`src/rtl/fft_frame_ctrl_pkg.sv`:
```
// Shared constants, state encoding and lane index helper for the FFT frame sequencer.
package fft_ctrl_pkg;

  localparam int unsigned LANES      = 4;
  localparam int unsigned LANE_DEPTH = 4;
  localparam int unsigned FRAME      = 16;
  localparam int unsigned PTR_W      = 3;
  localparam int unsigned IDX_W      = 4;
  localparam int unsigned ERR_W      = 3;

  localparam int unsigned ERR_FRAME   = 0;
  localparam int unsigned ERR_LANE    = 1;
  localparam int unsigned ERR_TIMEOUT = 2;

  typedef enum logic [1:0] {
    LOAD  = 2'd0,
    START = 2'd1,
    WAIT  = 2'd2,
    DRAIN = 2'd3
  } ctrl_state_t;

  // Buffer index served by a lane; the pointer saturates on the lane's last slot.
  function automatic logic [IDX_W-1:0] laneIndex(input int unsigned lane,
                                                 input logic [PTR_W-1:0] ptr);
    logic [PTR_W-1:0] sat;
    sat = (ptr >= PTR_W'(LANE_DEPTH)) ? PTR_W'(LANE_DEPTH - 1) : ptr;
    return IDX_W'(lane * LANE_DEPTH) + IDX_W'(sat);
  endfunction

endpackage

```
`src/rtl/fft_frame_ctrl_if.sv`:
```
// Sample stream, result stream and fft_wrap lane/handshake bundle.
interface fft_frame_ctrl_if #(
  parameter int unsigned IN_W  = 32,
  parameter int unsigned OUT_W = 42
);
  import fft_ctrl_pkg::*;

  logic [IN_W-1:0]        s_data;
  logic                   s_valid;
  logic                   s_last;
  logic                   s_ready;

  logic [OUT_W-1:0]       m_data;
  logic                   m_valid;
  logic                   m_last;
  logic                   m_ready;

  logic                   core_start;
  logic                   core_ready;
  logic                   core_done;
  logic                   core_idle;

  logic [LANES-1:0]       in_ce;
  logic [LANES*IN_W-1:0]  in_data;
  logic [LANES-1:0]       out_we;
  logic [LANES*OUT_W-1:0] out_data;

  // Controller side
  modport master (
    input  s_data, s_valid, s_last, m_ready,
    input  core_ready, core_done, core_idle, in_ce, out_we, out_data,
    output s_ready, m_data, m_valid, m_last, core_start, in_data
  );

  // Source, sink and core side
  modport slave (
    output s_data, s_valid, s_last, m_ready,
    output core_ready, core_done, core_idle, in_ce, out_we, out_data,
    input  s_ready, m_data, m_valid, m_last, core_start, in_data
  );

endinterface

```
`src/rtl/fft_lane_ptr.sv`:
```
// Saturating per-lane slot pointer; flags a strobe that arrives after the lane is exhausted.
module fft_lane_ptr
  import fft_ctrl_pkg::*;
(
  input  logic             clk,
  input  logic             rst,
  input  logic             clr,
  input  logic             inc,
  output logic [PTR_W-1:0] ptr,
  output logic             overrunC
);

  assign overrunC = inc && (ptr == PTR_W'(LANE_DEPTH));

  // Pointer advances per strobe and holds once all slots are used
  always_ff @(posedge clk) begin
    if (rst || clr) begin
      ptr <= '0;
    end else if (inc && !overrunC) begin
      ptr <= ptr + 1'b1;
    end
  end

endmodule

```
`src/rtl/fft_frame_ctrl.sv`:
```
// Frame sequencer: buffers a 16-sample frame, runs fft_wrap over its lanes, streams results.
module fft_frame_ctrl
  import fft_ctrl_pkg::*;
#(
  parameter int unsigned IN_W    = 32,
  parameter int unsigned OUT_W   = 42,
  parameter int unsigned TIMEOUT = 4096
) (
  input  logic              clk,
  input  logic              rst,
  fft_frame_ctrl_if.master  bus,
  input  logic              clr_err,
  output logic [ERR_W-1:0]  err,
  output logic [15:0]       frame_cnt
);

  localparam int unsigned TCNT_W = (TIMEOUT > 2) ? $clog2(TIMEOUT) : 1;

  ctrl_state_t state, stateNext;

  logic [IN_W-1:0]  ibuf [FRAME];
  logic [OUT_W-1:0] obuf [FRAME];

  logic [IDX_W-1:0]  wptr, wptrNext;
  logic [IDX_W-1:0]  rptr, rptrNext;
  logic [TCNT_W-1:0] tcnt, tcntNext;
  logic [ERR_W-1:0]  errQ, errSet;
  logic [15:0]       frameCnt;
  logic              frameInc;
  logic              lanesClr;

  logic sReadyQ, coreStartQ, mValidQ, mLastQ;
  logic inHs, outHs;

  logic [PTR_W-1:0]      inPtr  [LANES];
  logic [PTR_W-1:0]      outPtr [LANES];
  logic [LANES-1:0]      inOvr, outOvr, outFull;
  logic [LANES*IN_W-1:0] inDataC;

  assign inHs  = bus.s_valid && sReadyQ;
  assign outHs = mValidQ && bus.m_ready;

  // Four input-lane and four output-lane pointers, plus the combinational lane read mux
  for (genvar k = 0; k < LANES; k++) begin : gLane
    fft_lane_ptr uInPtr (
      .clk      (clk),
      .rst      (rst),
      .clr      (lanesClr),
      .inc      (bus.in_ce[k]),
      .ptr      (inPtr[k]),
      .overrunC (inOvr[k])
    );
    fft_lane_ptr uOutPtr (
      .clk      (clk),
      .rst      (rst),
      .clr      (lanesClr),
      .inc      (bus.out_we[k]),
      .ptr      (outPtr[k]),
      .overrunC (outOvr[k])
    );
    assign outFull[k] = (outPtr[k] == PTR_W'(LANE_DEPTH));
    assign inDataC[k*IN_W +: IN_W] = ibuf[laneIndex(k, inPtr[k])];
  end

  // State register
  always_ff @(posedge clk) begin
    if (rst) begin
      state <= LOAD;
    end else begin
      state <= stateNext;
    end
  end

  // Next state, pointer updates and error events
  always_comb begin
    stateNext = state;
    wptrNext  = wptr;
    rptrNext  = rptr;
    tcntNext  = tcnt;
    errSet    = '0;
    lanesClr  = 1'b0;
    frameInc  = 1'b0;
    errSet[ERR_LANE] = (|inOvr) | (|outOvr);
    case (state)
      LOAD: begin
        if (inHs) begin
          if (wptr == IDX_W'(FRAME - 1)) begin
            wptrNext = '0;
            if (bus.s_last) begin
              stateNext = START;
              lanesClr  = 1'b1;
              tcntNext  = '0;
            end else begin
              errSet[ERR_FRAME] = 1'b1;
            end
          end else if (bus.s_last) begin
            errSet[ERR_FRAME] = 1'b1;
            wptrNext = '0;
          end else begin
            wptrNext = wptr + 1'b1;
          end
        end
      end
      START, WAIT: begin
        if (tcnt == TCNT_W'(TIMEOUT - 1)) begin
          errSet[ERR_TIMEOUT] = 1'b1;
          stateNext = LOAD;
        end else begin
          tcntNext = tcnt + 1'b1;
          if (state == START) begin
            if (bus.core_ready) begin
              stateNext = bus.core_done ? DRAIN : WAIT;
            end
          end else if (bus.core_done) begin
            stateNext = DRAIN;
          end
          if (stateNext == DRAIN) begin
            rptrNext = '0;
            if (!(&outFull)) begin
              errSet[ERR_LANE] = 1'b1;
            end
          end
        end
      end
      DRAIN: begin
        if (outHs) begin
          if (rptr == IDX_W'(FRAME - 1)) begin
            stateNext = LOAD;
            rptrNext  = '0;
            frameInc  = 1'b1;
          end else begin
            rptrNext = rptr + 1'b1;
          end
        end
      end
      default: stateNext = LOAD;
    endcase
  end

  // Counters, sticky errors and registered stream/handshake outputs
  always_ff @(posedge clk) begin
    if (rst) begin
      wptr       <= '0;
      rptr       <= '0;
      tcnt       <= '0;
      errQ       <= '0;
      frameCnt   <= '0;
      sReadyQ    <= 1'b0;
      coreStartQ <= 1'b0;
      mValidQ    <= 1'b0;
      mLastQ     <= 1'b0;
    end else begin
      wptr       <= wptrNext;
      rptr       <= rptrNext;
      tcnt       <= tcntNext;
      errQ       <= (clr_err ? '0 : errQ) | errSet;
      frameCnt   <= frameCnt + 16'(frameInc);
      sReadyQ    <= (stateNext == LOAD);
      coreStartQ <= (stateNext == START);
      mValidQ    <= (stateNext == DRAIN);
      mLastQ     <= (stateNext == DRAIN) && (rptrNext == IDX_W'(FRAME - 1));
    end
  end

  // Input frame capture
  always_ff @(posedge clk) begin
    if (inHs) begin
      ibuf[wptr] <= bus.s_data;
    end
  end

  // Result capture from the core's output lanes; writes past a lane's fourth slot are dropped
  always_ff @(posedge clk) begin
    for (int unsigned k = 0; k < LANES; k++) begin
      if (bus.out_we[k] && !outOvr[k]) begin
        obuf[laneIndex(k, outPtr[k])] <= bus.out_data[k*OUT_W +: OUT_W];
      end
    end
  end

  assign bus.s_ready    = sReadyQ;
  assign bus.core_start = coreStartQ;
  assign bus.m_valid    = mValidQ;
  assign bus.m_last     = mLastQ;
  assign bus.m_data     = obuf[rptr];
  assign bus.in_data    = inDataC;
  assign err            = errQ;
  assign frame_cnt      = frameCnt;

endmodule

```
`src/flat_wrapper.sv`:
```
// flat-port wrapper written by rule: the top's interface ports become plain ports
module fft_frame_ctrl_flat import fft_ctrl_pkg::*;
#(
  parameter int unsigned IN_W    = 32,
  parameter int unsigned OUT_W   = 42,
  parameter int unsigned TIMEOUT = 4096
)
  (clk, rst, clr_err, err, frame_cnt, bus_s_data, bus_s_valid, bus_s_last, bus_m_ready, bus_core_ready, bus_core_done, bus_core_idle, bus_in_ce, bus_out_we, bus_out_data, bus_s_ready, bus_m_data, bus_m_valid, bus_m_last, bus_core_start, bus_in_data);
  fft_frame_ctrl_if #(.IN_W(IN_W), .OUT_W(OUT_W)) bus_i ();
  input  logic clk;
  input  logic rst;
  input  logic clr_err;
  output logic [ERR_W-1:0] err;
  output logic [15:0] frame_cnt;
  input wire logic [$bits(bus_i.s_data)-1:0] bus_s_data;
  input wire logic [$bits(bus_i.s_valid)-1:0] bus_s_valid;
  input wire logic [$bits(bus_i.s_last)-1:0] bus_s_last;
  input wire logic [$bits(bus_i.m_ready)-1:0] bus_m_ready;
  input wire logic [$bits(bus_i.core_ready)-1:0] bus_core_ready;
  input wire logic [$bits(bus_i.core_done)-1:0] bus_core_done;
  input wire logic [$bits(bus_i.core_idle)-1:0] bus_core_idle;
  input wire logic [$bits(bus_i.in_ce)-1:0] bus_in_ce;
  input wire logic [$bits(bus_i.out_we)-1:0] bus_out_we;
  input wire logic [$bits(bus_i.out_data)-1:0] bus_out_data;
  output wire logic [$bits(bus_i.s_ready)-1:0] bus_s_ready;
  output wire logic [$bits(bus_i.m_data)-1:0] bus_m_data;
  output wire logic [$bits(bus_i.m_valid)-1:0] bus_m_valid;
  output wire logic [$bits(bus_i.m_last)-1:0] bus_m_last;
  output wire logic [$bits(bus_i.core_start)-1:0] bus_core_start;
  output wire logic [$bits(bus_i.in_data)-1:0] bus_in_data;
  assign bus_i.s_data = bus_s_data;
  assign bus_i.s_valid = bus_s_valid;
  assign bus_i.s_last = bus_s_last;
  assign bus_i.m_ready = bus_m_ready;
  assign bus_i.core_ready = bus_core_ready;
  assign bus_i.core_done = bus_core_done;
  assign bus_i.core_idle = bus_core_idle;
  assign bus_i.in_ce = bus_in_ce;
  assign bus_i.out_we = bus_out_we;
  assign bus_i.out_data = bus_out_data;
  assign bus_s_ready = bus_i.s_ready;
  assign bus_m_data = bus_i.m_data;
  assign bus_m_valid = bus_i.m_valid;
  assign bus_m_last = bus_i.m_last;
  assign bus_core_start = bus_i.core_start;
  assign bus_in_data = bus_i.in_data;
  fft_frame_ctrl #(.IN_W(IN_W), .OUT_W(OUT_W), .TIMEOUT(TIMEOUT)) u_core (.clk(clk), .rst(rst), .bus(bus_i), .clr_err(clr_err), .err(err), .frame_cnt(frame_cnt));
endmodule
```
`config.mk`:
```
export PLATFORM = sky130hd
export DESIGN_NAME = fft_frame_ctrl_flat
export DESIGN_NICKNAME = d
export VERILOG_FILES = /design/src/rtl/fft_frame_ctrl_pkg.sv /design/src/rtl/fft_frame_ctrl_if.sv /design/src/rtl/fft_lane_ptr.sv /design/src/rtl/fft_frame_ctrl.sv /design/src/flat_wrapper.sv
export SDC_FILE = /design/constraint.sdc
export NUM_CORES = 2
export LEC_CHECK = 0
export BUFFER_PORTS_ARGS = -buffer_cell sky130_fd_sc_hd__buf_2
export CELL_PAD_IN_SITES_DETAIL_PLACEMENT = 0
export CELL_PAD_IN_SITES_GLOBAL_PLACEMENT = 2
export CORE_MARGIN = 1.5
export CORE_UTILIZATION = 43
export DETAILED_ROUTE_END_ITERATION = 7
export HOLD_SLACK_MARGIN = 0.06
export PLACE_DENSITY = 0.75
export SYNTH_ARGS = -nofsm -noshare
export SYNTH_HDL_FRONTEND = slang
export SYNTH_SLANG_ARGS = --single-unit
```
`constraint.sdc`:
```
create_clock -name clk -period 6.4 [get_ports clk]
set_input_delay 0.32 -clock clk [delete_from_list [all_inputs] [get_ports clk]]
set_output_delay 0.32 -clock clk [all_outputs]
set_load 0.01 [all_outputs]
```
# == Word level (Yosys, flattened, before mapping) ==
# Memory sizes are Yosys's and may differ from the RTL's. A register that Yosys moved wholly into a read port is not among the register bits.
# Cells that the tools add are included.
# totals
regBits,69
input_bits,217
n_memories,2
ram_bits,1184
word_cells,168
# mem_list
memory,depth,width,rd,rd_clocked_by_memory_dff,wr,line,text
u_core.obuf,16,42,1,1,4,fft_frame_ctrl.sv:22,logic [OUT_W-1:0] obuf [FRAME];
u_core.ibuf,16,32,4,0,1,fft_frame_ctrl.sv:21,logic [IN_W-1:0] ibuf [FRAME];
# classes
n_mux,61
reduce_logical,37
magnitude_cmp,8
add_sub_neg,18
eq_ne,22
bitwise_logic,2
# op_table
op,n
$mux 12,4
$mux 4,7
$mux 3,9
$mux 1,26
$add 3x1->3 const B,8
$eq 3x3->1 const B,8
$ge 3x3->1 const B,8
$mux 2,12
$pmux 12 s2,1
$logic_and 1x1->1,19
$add 16x1->16,1
$add 4x3->4 const A,4
$add 12x1->12 const B,1
$eq 12x12->1 const B,1
$eq 4x4->1 const B,3
$add 3x3->4 const A,2
$add 4x1->4 const B,2
$eq 2x2->1 const B,4
$logic_not 1->1,8
$pmux 4 s2,1
$reduce_or 4->1,2
$pmux 2 s3,1
$reduce_and 5->1,1
$eq 2x1->1 const B,2
other kinds (10),13

# == Longest topological paths before layout ==
# depth
word_depth,11
ltp_mapped,10
ltp_nobuf,10

# == Hierarchy ==
# Synthesis repeated with hierarchy kept, for this count alone.
# hier_totals
cells_unflattened,4114
area_unflattened_um2,55240.5
# modules_own_cells
module,instances,cells_each,area_each_um2,seq_area_each_um2
fft_frame_ctrl,1,3970,53729.0,36455.0
fft_lane_ptr,8,18,188.9,60.1

# == Worst setup path before layout ==
# OpenSTA, ideal clock, no wires.
# synth_timing
kind,reg2reg
from,register u_core.gLane[0].uOutPtr.ptr[2]
to,memory u_core.obuf[1][0] (enable)
path_stages_with_launch,3
t_required_ns,5.839
setup_slack_ns,0.924
arrival_time_ns,4.915
cell_sequence,dfxtp_1 > clkbuf_1 > nor4b_1
# synth_lines
item,line,text
start: declaration,fft_lane_ptr.sv:9,"output logic [PTR_W-1:0] ptr,"
start signal: assignment,fft_lane_ptr.sv:20,ptr <= ptr + 1'b1;
end: declaration,fft_frame_ctrl.sv:22,

==> results_dict.tcl <==
set metrics [dict create \
    critPathLaunchType "register" \
    wl_met1_um 61240 \
    synth-seq-area-share_pct 67.05 \
    synth_compound_area_share_pct 4.029 \
    grt_pass1_vias 31477 \
    synth_common_cells "edfxtp_1 (1,184), mux2_2 (475), clkbuf_1 (305)" \
    hpwl_um 82300 \
    synth_cells 3411 \
    p_sw_share_pct 24.20 \
    io_pins 410 \
    synth_cell_types 61 \
    holdCritPathClass "in2reg" \
    cp.arrival_ns 3.76 \
    seqPwrFrac_pct 49.4 \
    setup-violations-final 0 \
    htree_levels 4 \
    antenna_found_initial 31 \
    rsz0062_at_grt "no" \
    num-nets-final 4133 \
    period_needed_ns 4.085 \
    slew_viol_final 0 \
    path_max_fanout 92 \
    worst_slew_pin_slew_ns 1.183 \
    wl_per_cell_um 25.70 \
    dieArea_sq_um 130300 \
    drt-total-wl_um 145700 \
    clock-sinks 1253 \
    drt_iter0_markers 2387 \
    cp.required_ns 6.08 \
    synth_area_sq_um 55090 \
    synthArstFlopShare_pct 0 \
    portBuffers 408 \
    whs_ns 0.1256 \
    synth_nets 3656 \
    min_from "bus_core_ready" \
    vias 31297 \
    routabilityCongestion 0.7748 \
    grt_pass1_wl_um 213700 \
    synth-simple-area-share_pct 5.651 \
    fin_crit_sh_pct 63.83 \
    comb_power_share_pct 10.4 \
    placementRows 131 \
    grt_usage_pct 22.37 \
    end_kind "primary output" \
    post_layout_nonfiller_instances 5669 \
    power.density_nw_per_um2 289.1 \
    ir_worst_vdd_mv 0.2770 \
    synth_edf_count 1184 \
    drc 0 \
    synth_ff_type "edfxtp_1" \
    start_util_pct 43.25 \
    synth_top_family_by_area "multiplexers" \
    vias_per_cell 5.521 \
    skew_ns 0.03558 \
    p_switching_mw 4.569 \
    synth_seq_cells 1253 \
    dr_wl_met3_um 8513 \
    wl_met2_um 72900 \
    gr-total-overflow 0 \
    maxCapViolations 0 \
    die_h_um 360.9 \
    startpoint "u_core.rptr[0]" \
    cts_tree "done" \
    syn_area_per_cell_sq_um 16.15 \
    p_clk_share_pct 40.2 \
    critPathKind "reg2out" \
    syn_to_final_growth_pct 18.54 \
    p_leak_nw 21.86 \
    clock_latency_ns 0.78 \
    grt_start_max_net_pins 147 \
    fin_tns_setup_ns 0 \
    synth_most_common_cell "edfxtp_1" \
    finalHoldViolCount 0 \
    hold_depth 5 \
    clockBufferDepth 3 \
    place_area_sq_um 58280 \
    ant_nets 0 \
    top_layer_used "met5" \
    clk_pin_slew_worst_paths_ns 0.06 \
    synthTopCellsByArea "edfxtp_1 (65%), mux2_2 (9.7%), mux4_2 (8.6%), dfxtp_1 (2.5%), clkbuf_1 (2.1%)" \
    cts_resized 0 \
    synth_mux_area_share_pct 18.95 \
    synth_xor_xnor_area_share_pct 0.4293 \
    coreArea_sq_um 127400 \
    synth.largest_area_cell "edfxtp_1" \
    place_inst 5145 \
    drive_gt1_share_pct 35.13 \
    status "completed" \
    synthAdderAreaFrac_pct 0.6360 \
    cts_made_buffers 137 \
    yosys.area.top_type_share_pct 64.54 \
    regToRegStartpoint "u_core.gLane[3].uOutPtr.ptr[0]" \
    die_w_um 360.9 \
    ys_warn_count 0 \
    slew-limit-headroom_pct 21.10 \
    dr.pass1.iters 5 \
    max_freq_ghz 0.2448 \
    worst_r2r_path_depth 6 \
    power_report.internal_total_mw 14.31 \
    final_cell_area_sq_um 65300 \
    cts_root_buf "clkbuf_16" \
]
==> power by group through the flow <==
stage | Sequential (mW) | Clock, mW | Combinational [mW]
6_report | 9.33 | 7.58 | 1.96
5_1_grt | 9.35 | 8.08 | 2.11
4_1_cts | 9.33 | 7.76 | 1.99
3_5_place_dp | 9.50 | 0 | 1.83
3_3_place_gp | 9.50 | 0 | 1.81
2_1_floorplan | 9.49 | 0 | 1.09
==> final timing paths <==
| path | end | slack, ns |
|---|---|---|
| worst max-delay path | bus_m_data[27] | 2.32 |
| worst min-delay path | u_core.err[1] | 0.13 |
| worst max register to register | u_core.obuf[13][32] | 2.92 |
| worst min register to register | u_core.tcnt[1] | 0.47 |
==> cell type report <==
type	instances	area [sq um]
fill	10580	62060
sequential	1253	36950
multi-input combinational	1723	16560
timing repair buffer	741	5233
clock buffer	171	3566
tap	1662	2079
clock inverter	74	757.0
inverter	32	120.1
antenna	13	32.53
==> critical path, stage by stage, from the launching register on <==
cell     delay [ns]
dfxtp_4        0.84
buf_12         0.60
mux4_2         0.61
mux4_2         0.53
buf_2          0.17
==> what timing repair did <==
action                                  CTS  global route
setup buffers                             0             0
hold buffers                            266             0
endpoints found under the hold margin  1232             0
==> logic make-up (layout without fill, tap and decap cells) <==
| family | Yosys count | in the layout |
|---|---|---|
| simple gates | 620 | 620 |
| xor+xnor | 27 | 27 |
| mux | 717 | 717 |
| buf+inv | 435 | 1018 |
| flops | 1253 | 1253 |
| compound gates | 331 | 331 |
| fa+ha+maj | 28 | 28 |
| other cells | 0 | 13 |
==> flip-flops by register name, summed over array words and instances, names as in the netlist <==
register,flops
u_core.ibuf,512
u_core.bus.s_ready,1
u_core.gLane.uOutPtr.ptr,12
u_core.frame_cnt,16
u_core.state,2
u_core.bus.m_valid,1
u_core.bus.core_start,1
u_core.bus.m_last,1
u_core.obuf,672
u_core.tcnt,12
u_core.gLane.uInPtr.ptr,12
u_core.rptr,4
u_core.err,3
u_core.wptr,4
==> metal layers <==
layer / track usage (%) / vias to the layer above
li1: - / 14113
met1: 29.30 / 16057
met2: 38.04 / 885
met3: 4.525 / 216
met4: 5.775 / 26
met5: 0 / -
==> through the flow <==
stage | setup WS (ns) | power, mW | util, %
finish | 2.315 | 18.88 | 51.27
global route | 2.053 | 19.54 | 51.27
CTS | 2.133 | 19.08 | 51.25
detailed placement | 2.996 | 11.33 | 45.76
global placement | 3.003 | 11.31 | 45.76
floorplan | 0.9238 | 10.58 | -
==> cell usage in the layout (no fill, tap or decap), types with 12 or more instances in the layout <==
master / Yosys / layout
edfxtp_1: 1184 / 1184
mux2_2: 475 / 475
buf_2: 62 / 408
nand2_1: 285 / 285
dlygate4sd3_1: 0 / 266
mux4_2: 210 / 210
clkbuf_16: 0 / 137
and2_1: 134 / 132
a31oi_1: 131 / 131
a211oi_1: 130 / 130
buf_4: 8 / 65
dfxtp_1: 69 / 65
nor2_1: 74 / 59
clkinv_1: 0 / 34
a21oi_1: 33 / 33
clkbuf_1: 305 / 33
mux2_1: 30 / 30
ha_1: 28 / 28
inv_1: 31 / 24
nand3_1: 23 / 23
clkinv_2: 0 / 19
xnor2_1: 14 / 14
o21ai_0: 14 / 14
diode_2: 0 / 13
xor2_1: 13 / 13
nor3_1: 16 / 12
No activity file was read; power rests on OpenSTA's default activity.
